[config.mk]
export PLATFORM = sky130hd
export DESIGN_NAME = obi_chk_ts_fifo
export DESIGN_NICKNAME = d
export VERILOG_FILES = /design/src/rtl/obi_chk_ts_fifo.sv
export SDC_FILE = /design/constraint.sdc
export NUM_CORES = 1
export LEC_CHECK = 0
export ABC_AREA = 1
export ABC_CLOCK_PERIOD_IN_PS = 1880
export BUFFER_PORTS_ARGS = -buffer_cell sky130_fd_sc_hd__buf_2
export CAP_MARGIN = 20
export CORE_MARGIN = 1.5
export CORE_UTILIZATION = 53
export DETAILED_ROUTE_END_ITERATION = 7
export MAX_ROUTING_LAYER = met4
export PLACE_DENSITY = 0.89
export SYNTH_ARGS = -nofsm -noshare
export SYNTH_HDL_FRONTEND = slang
export SYNTH_SLANG_ARGS = --single-unit
[constraint.sdc]
create_clock -name clk -period 1.88 [get_ports clk]
set_input_delay 0.282 -clock clk [delete_from_list [all_inputs] [get_ports clk]]
set_output_delay 0.282 -clock clk [all_outputs]
set_load 0.01 [all_outputs]
[src/rtl/obi_chk_ts_fifo.sv]
// Grant-stamp FIFO for the latency build: holds one cycle stamp per outstanding transaction.
module obi_chk_ts_fifo #(
   parameter int unsigned DEPTH = 2,
   parameter int unsigned WIDTH = 16
) (
   input  logic             clk,
   input  logic             rst_n,
   input  logic             push_i,
   input  logic [WIDTH-1:0] data_i,
   input  logic             pop_i,
   output logic [WIDTH-1:0] head_o,
   output logic             empty_o,
   output logic             full_o
);
   localparam int unsigned PTR_W = (DEPTH > 1) ? $clog2(DEPTH) : 1;
   localparam int unsigned CNT_W = $clog2(DEPTH + 1);

   logic [WIDTH-1:0] mem_q [DEPTH];
   logic [PTR_W-1:0] wr_ptr_q;
   logic [PTR_W-1:0] rd_ptr_q;
   logic [CNT_W-1:0] cnt_q;
   logic             do_push_s;
   logic             do_pop_s;

   assign empty_o   = (cnt_q == '0);
   assign full_o    = (cnt_q == CNT_W'(DEPTH));
   assign head_o    = mem_q[rd_ptr_q];
   assign do_pop_s  = pop_i && !empty_o;
   assign do_push_s = push_i && (!full_o || do_pop_s);

   // Storage, pointers and occupancy; a full FIFO may push and pop together.
   always_ff @(posedge clk or negedge rst_n) begin
      if (!rst_n) begin
         for (int i = 0; i < int'(DEPTH); i++) mem_q[i] <= '0;
         wr_ptr_q <= '0;
         rd_ptr_q <= '0;
         cnt_q    <= '0;
      end else begin
         if (do_push_s) begin
            mem_q[wr_ptr_q] <= data_i;
            wr_ptr_q <= (wr_ptr_q == PTR_W'(DEPTH - 1)) ? '0 : wr_ptr_q + PTR_W'(1);
         end
         if (do_pop_s) begin
            rd_ptr_q <= (rd_ptr_q == PTR_W'(DEPTH - 1)) ? '0 : rd_ptr_q + PTR_W'(1);
         end
         case ({do_push_s, do_pop_s})
            2'b10:   cnt_q <= cnt_q + CNT_W'(1);
            2'b01:   cnt_q <= cnt_q - CNT_W'(1);
            default: cnt_q <= cnt_q;
         endcase
      end
   end

endmodule

After elaboration in Yosys (flattened, before gate mapping)
Cells that the tools add are included.
{"block": "totals", "register_bits": 36, "latch_bits": 0, "ramBits": 0, "mem_bits_ro": 0, "output_inout_bits": 18, "wordCells": 34, "memories": 0}
{"block": "classes", "add_sub_neg": 4, "n_mul": 0, "div": 0, "order_cmp": 3, "eq_ne": 3, "shifts": 0, "mux": 9, "n_bitwise": 2, "n_reduce_logical": 8}
{"op": "$mux W16", "count": 4}
{"op": "$bwmux W32", "count": 1}
{"op": "$demux W16 S1", "count": 1}
{"op": "$eq A2 B2 Y1 const B", "count": 2}
{"op": "$ge A2 B2 Y1 const B", "count": 2}
{"op": "$not A1 Y2", "count": 2}
{"op": "$pmux W2 S2", "count": 1}
{"op": "$logic_and A1 B1 Y1", "count": 3}
{"op": "$add A1 B1 Y1 const B", "count": 2}
{"op": "$add A2 B1 Y2 const B", "count": 1}
{"op": "$eq A2 B1 Y1 const B", "count": 1}
{"op": "$logic_not A1 Y1", "count": 2}
{"op": "$logic_not A2 Y1", "count": 1}
{"op": "$lt A2 B1 Y1 const B", "count": 1}
{"op": "$mux W1", "count": 2}
{"op": "$reduce_bool A2 Y1", "count": 1}
{"op": "$sub A2 B1 Y2 const B", "count": 1}
{"op": "$logic_or A1 B1 Y1", "count": 1}

Depth between registers and ports, before layout
{"block": "depth", "depth_word": 7, "depth_mapped": 8, "ltp_nobuf": 8}

Worst setup path before layout
Ideal clock, no wire load.
{"block": "synth_timing", "path_kind": "register to register", "start": "register cnt_q[1]", "end": "register cnt_q[1]", "setup_ns": 0.117, "arrival_ns": 1.306, "t_required_ns": 1.763, "path_slack_ns": 0.457, "stages_incl_launch_ff": 7, "n_path_buf": 0, "synth_period_minus_slack_ns": 1.423, "path_cell_list": "dfrtp_1 -> o21ai_0 -> inv_1 -> ha_1 -> or2_2 -> nand4_1 -> nand2_1"}
{"block": "synth_between", "elab_chain_cells": 7, "word_cells_on_any_way": 13}
{"element": "start: declaration", "line_no": "21", "rtl": "logic [CNT_W-1:0] cnt_q;"}
{"element": "start signal: assignment", "line_no": "47", "rtl": "2'b10: cnt_q <= cnt_q + CNT_W'(1);"}
{"element": "start signal: assignment", "line_no": "48", "rtl": "2'b01: cnt_q <= cnt_q - CNT_W'(1);"}
{"element": "start signal: assignment", "line_no": "49", "rtl": "default: cnt_q <= cnt_q;"}
{"element": "$logic_not A2 Y1 *", "line_no": "25", "rtl": "assign empty_o = (cnt_q == '0);"}
{"element": "$logic_not A1 Y1 *", "line_no": "28", "rtl": "assign do_pop_s = pop_i && !empty_o;"}
{"element": "$logic_and A1 B1 Y1 *", "line_no": "28"}
{"element": "net do_pop_s", "line_no": "23", "rtl": "logic do_pop_s;"}
{"element": "$logic_or A1 B1 Y1", "line_no": "29", "rtl": "assign do_push_s = push_i && (!full_o || do_pop_s);"}
{"element": "$logic_and A1 B1 Y1", "line_no": "29"}
{"element": "$eq A2 B1 Y1 or $eq A2 B2 Y1 (tied branches)", "line_no": "46", "rtl": "case ({do_push_s, do_pop_s})"}
{"element": "$pmux W2 S2 or $reduce_bool A2 Y1 (tied branches)"}
The timed path passes the listed nets; every way through them passes the cells marked *.
A chain may end at the register's enable or synchronous reset.

Worst setup path in the final report
{"block": "layout_timing", "start": "register rd_ptr_q", "end": "output port head_o[11]"}
{"block": "layout_between", "elab_chain_cells": 4}
{"element": "start: declaration", "line_no": "20", "rtl": "logic [PTR_W-1:0] rd_ptr_q;"}
{"element": "start signal: assignment", "line_no": "44", "rtl": "rd_ptr_q <= (rd_ptr_q == PTR_W'(DEPTH - 1)) ? '0 : rd_ptr_q + PTR_W'(1);"}
{"element": "$not A1 Y2 (implied by the code)", "line_no": "27", "rtl": "assign head_o = mem_q[rd_ptr_q];"}
{"element": "$mux W16 (implied by the code) (3 in a row)", "line_no": "27"}
{"element": "end: declaration", "line_no": "11", "rtl": "output logic [WIDTH-1:0] head_o,"}
Every way passes these cells. The select of a mux whose other input is x is not followed.

==> flow_metrics.env <==
export IMPL_outcome="completed"
export IMPL_syn_num_nets=241
export IMPL_setup_viol=0
export IMPL_synth_area_mm2=0.00178
export IMPL_synth_seq_area_share_pct=50.7
export IMPL_ys_ff_latch=36
export IMPL_p_leak_uw=0.00116
export IMPL_start_kind="register"
export IMPL_critPathKind="reg -> out"
export IMPL_crit_slowest_cell="dfrtp_1"
export IMPL_htreeDepth=2
export IMPL_cp_data_arrival_time_ns=1.40
export IMPL_drt_total_wl_mm=3.75
export IMPL_dr_pass1_iters=4
export IMPL_ys_types=18
export IMPL_met2_length_mm=1.73
export IMPL_grt_first_pass_wirelength_mm=6.20
export IMPL_synth_simple_area_share_pct=40.6
export IMPL_core_area_mm2=0.00313
export IMPL_rr_endpoint="cnt_q[1]"
export IMPL_synth_adder_area_share_pct=0.704
export IMPL_post_route_min_period_ns=1.68
export IMPL_num_vias=1597
export IMPL_synth_xor_area_share_pct=0.986
export IMPL_grt_pass1_vias=1413
export IMPL_r2r_start="cnt_q[1]"
export IMPL_routed_top_layer="met4"
export IMPL_worstSkewPairLatency_ns=0.34
export IMPL_die_w_um=60.9
export IMPL_initial_utilization_pct=56.8
export IMPL_drt_iter0_markers=111
export IMPL_fmaxAchievable_ghz=0.595
export IMPL_num_rows=20
export IMPL_io_buffers=37
export IMPL_cts_buffers_inserted=5
export IMPL_r2r_cells=7
export IMPL_postRouteAntennaNets=0
export IMPL_muxShareOfSynthArea_pct=0
export IMPL_route_met3_wl_um=255
export IMPL_maxSlewViolCount=0
export IMPL_gp_congestion=0.786
export IMPL_cpMostUsedCell="nand2_1"
export IMPL_pwr_density_cell_mw_per_mm2=1660
export IMPL_die_area_mm2=0.00371
export IMPL_overflow=0
export IMPL_fillers=274
export IMPL_fin_skew_ns=0.0101
export IMPL_grt_start_max_net_pins=37
export IMPL_vias_per_cell=5.31
export IMPL_final_core_util_pct=65.2
export IMPL_vdd_drop_max_v=0.000666
export IMPL_clock_root_buffer="clkbuf_4"
export IMPL_clk_pin_slew_ns=0.11
export IMPL_wl_per_cell_um=12.5
export IMPL_setup_tns_ns=0
export IMPL_yosys_top_cells_area="dfrtp_1 51%, nand2_1 25%, nand4_1 12%, nand3_4 3.0%, buf_2 2.5%"
export IMPL_cp_end_kind="output pin"
export IMPL_period_share_pct=89.4
export IMPL_tightest_slew_ns=0.776
export IMPL_r2r_slack_ns=0.34
export IMPL_cts_tree="done"
export IMPL_synth_top_family_by_area="simple AND/OR/NAND/NOR gates"
export IMPL_hpwl_mm=2.49
export IMPL_track_usage_pct=23.7
export IMPL_synth_cells=220
export IMPL_layout_drive_gt1_share_pct=22.2
export IMPL_cap_violations=0
export IMPL_synth_compound_area_share_pct=0.282
export IMPL_slew_headroom_pct=48.3
export IMPL_synth_warnings=0
export IMPL_wl_met1_mm=1.72
export IMPL_slowest_delay_ns=0.40
export IMPL_synth_avg_cell_area_um2=8.08
export IMPL_crit_path_max_fanout=17
export IMPL_hp_class="in -> async"
export IMPL_synth_top_cell_area_share_pct=50.7
export IMPL_area_growth_pct=14.7
export IMPL_clockBufferDepth=2
export IMPL_route_detailed_drc=0
export IMPL_rsz0062_at_grt="false"
export IMPL_yosys_area_top_type="dfrtp_1"
export IMPL_antenna_cells=0
export IMPL_crit_required_ns=1.60
export IMPL_antenna_found_initial=0
export IMPL_layout_nets=277
export IMPL_final_hold_viol_count=0
export IMPL_ios=38
export IMPL_die_h_um=60.9
export IMPL_crit_chain="clkinvlp_4, nand2_1, nand2_1, buf_2"
export IMPL_cts_num_sinks=36
## layer usage
layer | track usage (%) | up-vias
li1 | - | 793
met1 | 30.2 | 739
met2 | 37.0 | 58
met3 | 6.40 | 7
met4 | 7.45 | 0
met5 | - | -
## flip-flops by register name, summed over array words and instances (netlist names)
name / count
cnt_q: 2
mem_q: 32
rd_ptr_q: 1
wr_ptr_q: 1
## worst max-delay path: cells and delay by family (launching register included)
family                 cells  cell delay, ns
AND/OR/NAND/NOR            2            0.21
flip-flops                 1            0.40
buffers and inverters      2            0.44
## final cells by class
| cell class | instances | area [um^2] | share of cell area (%) |
|---|---|---|---|
| Clock buffer | 8 | 58.8 | 2.89 |
| Inverter | 7 | 30.0 | 1.47 |
| Multi-Input combinational cell | 162 | 756 | 37.1 |
| Sequential cell | 36 | 901 | 44.2 |
| Tap cell | 44 | 55.1 | 2.70 |
| Timing Repair Buffer | 44 | 238 | 11.7 |
## cell usage in the layout (no fill, tap or decap), drive strengths merged
cell / synthesis / final
nand2: 118 / 118
buf: 14 / 44
dfrtp: 36 / 36
nand4: 33 / 33
clkbuf: 1 / 8
inv: 6 / 6
nand3: 4 / 4
nor2: 2 / 2
o21ai: 1 / 1
clkinvlp: 0 / 1
xnor2: 1 / 1
xor2: 1 / 1
or2: 1 / 1
ha: 1 / 1
## power by group
part | switching, uW | internal, uW
clock | 245 | 185
sequential | 244 | 1140
combinational | 972 | 602
## Yosys cell counts, drive strengths merged
master,number
buf,14
clkbuf,1
clkinv,1
dfrtp,36
ha,1
inv,6
nand2,118
nand3,4
nand4,33
nor2,2
o21ai,1
or2,1
xnor2,1
xor2,1
## per-stage QoR
stage | setup slack, ns | hold slack, ns | std cells | total power, uW | area, um^2
finish | 0.199 | 0.00357 | 301 | 3390 | 2040
global route | 0.0893 | 0.0574 | 301 | 3700 | 2040
CTS | 0.0441 | 0.0179 | 301 | 3420 | 2030
detailed placement | 0.348 | 0.404 | 293 | 2990 | 1980
global placement | 0.408 | 0.410 | 293 | 2930 | 1980
floorplan | 0.457 | -0.0136 | 220 | 2470 | 1780
## kinds of logic (layout without fill, tap and decap cells)
kind of cell	Yosys count	in the layout
AO/OA/AOI/OAI	1	1
XOR/XNOR	2	2
adder cells (fa/ha/maj)	1	1
buffers and inverters	22	59
flip-flops	36	36
AND/OR/NAND/NOR	158	158
## timing repair
| item | in CTS | in global routing |
|---|---|---|
| setup buffers | 0 | 0 |
| hold endpoints to repair | 0 | 0 |
| endpoints found under the setup margin | 0 | 16 |
| resized for setup | 0 | 1 |
| hold buffers | 0 | 0 |
## how the worst max path moves through the flow
| stage | start | to | slack (ns) | cells after the start |
|---|---|---|---|---|
| 6_report | rd_ptr_q | head_o[11] | 0.20 | 4 |
| 2_1_floorplan | cnt_q[1] | cnt_q[1] | 0.46 | 6 |
| 3_5_place_dp | cnt_q[1] | cnt_q[1] | 0.35 | 6 |
| 3_3_place_gp | cnt_q[0] | cnt_q[1] | 0.41 | 6 |
| 5_1_grt | rd_ptr_q | head_o[2] | 0.09 | 4 |
| 4_1_cts | rd_ptr_q | head_o[11] | 0.04 | 4 |
Note: power is estimated with default switching activity, not from simulation.
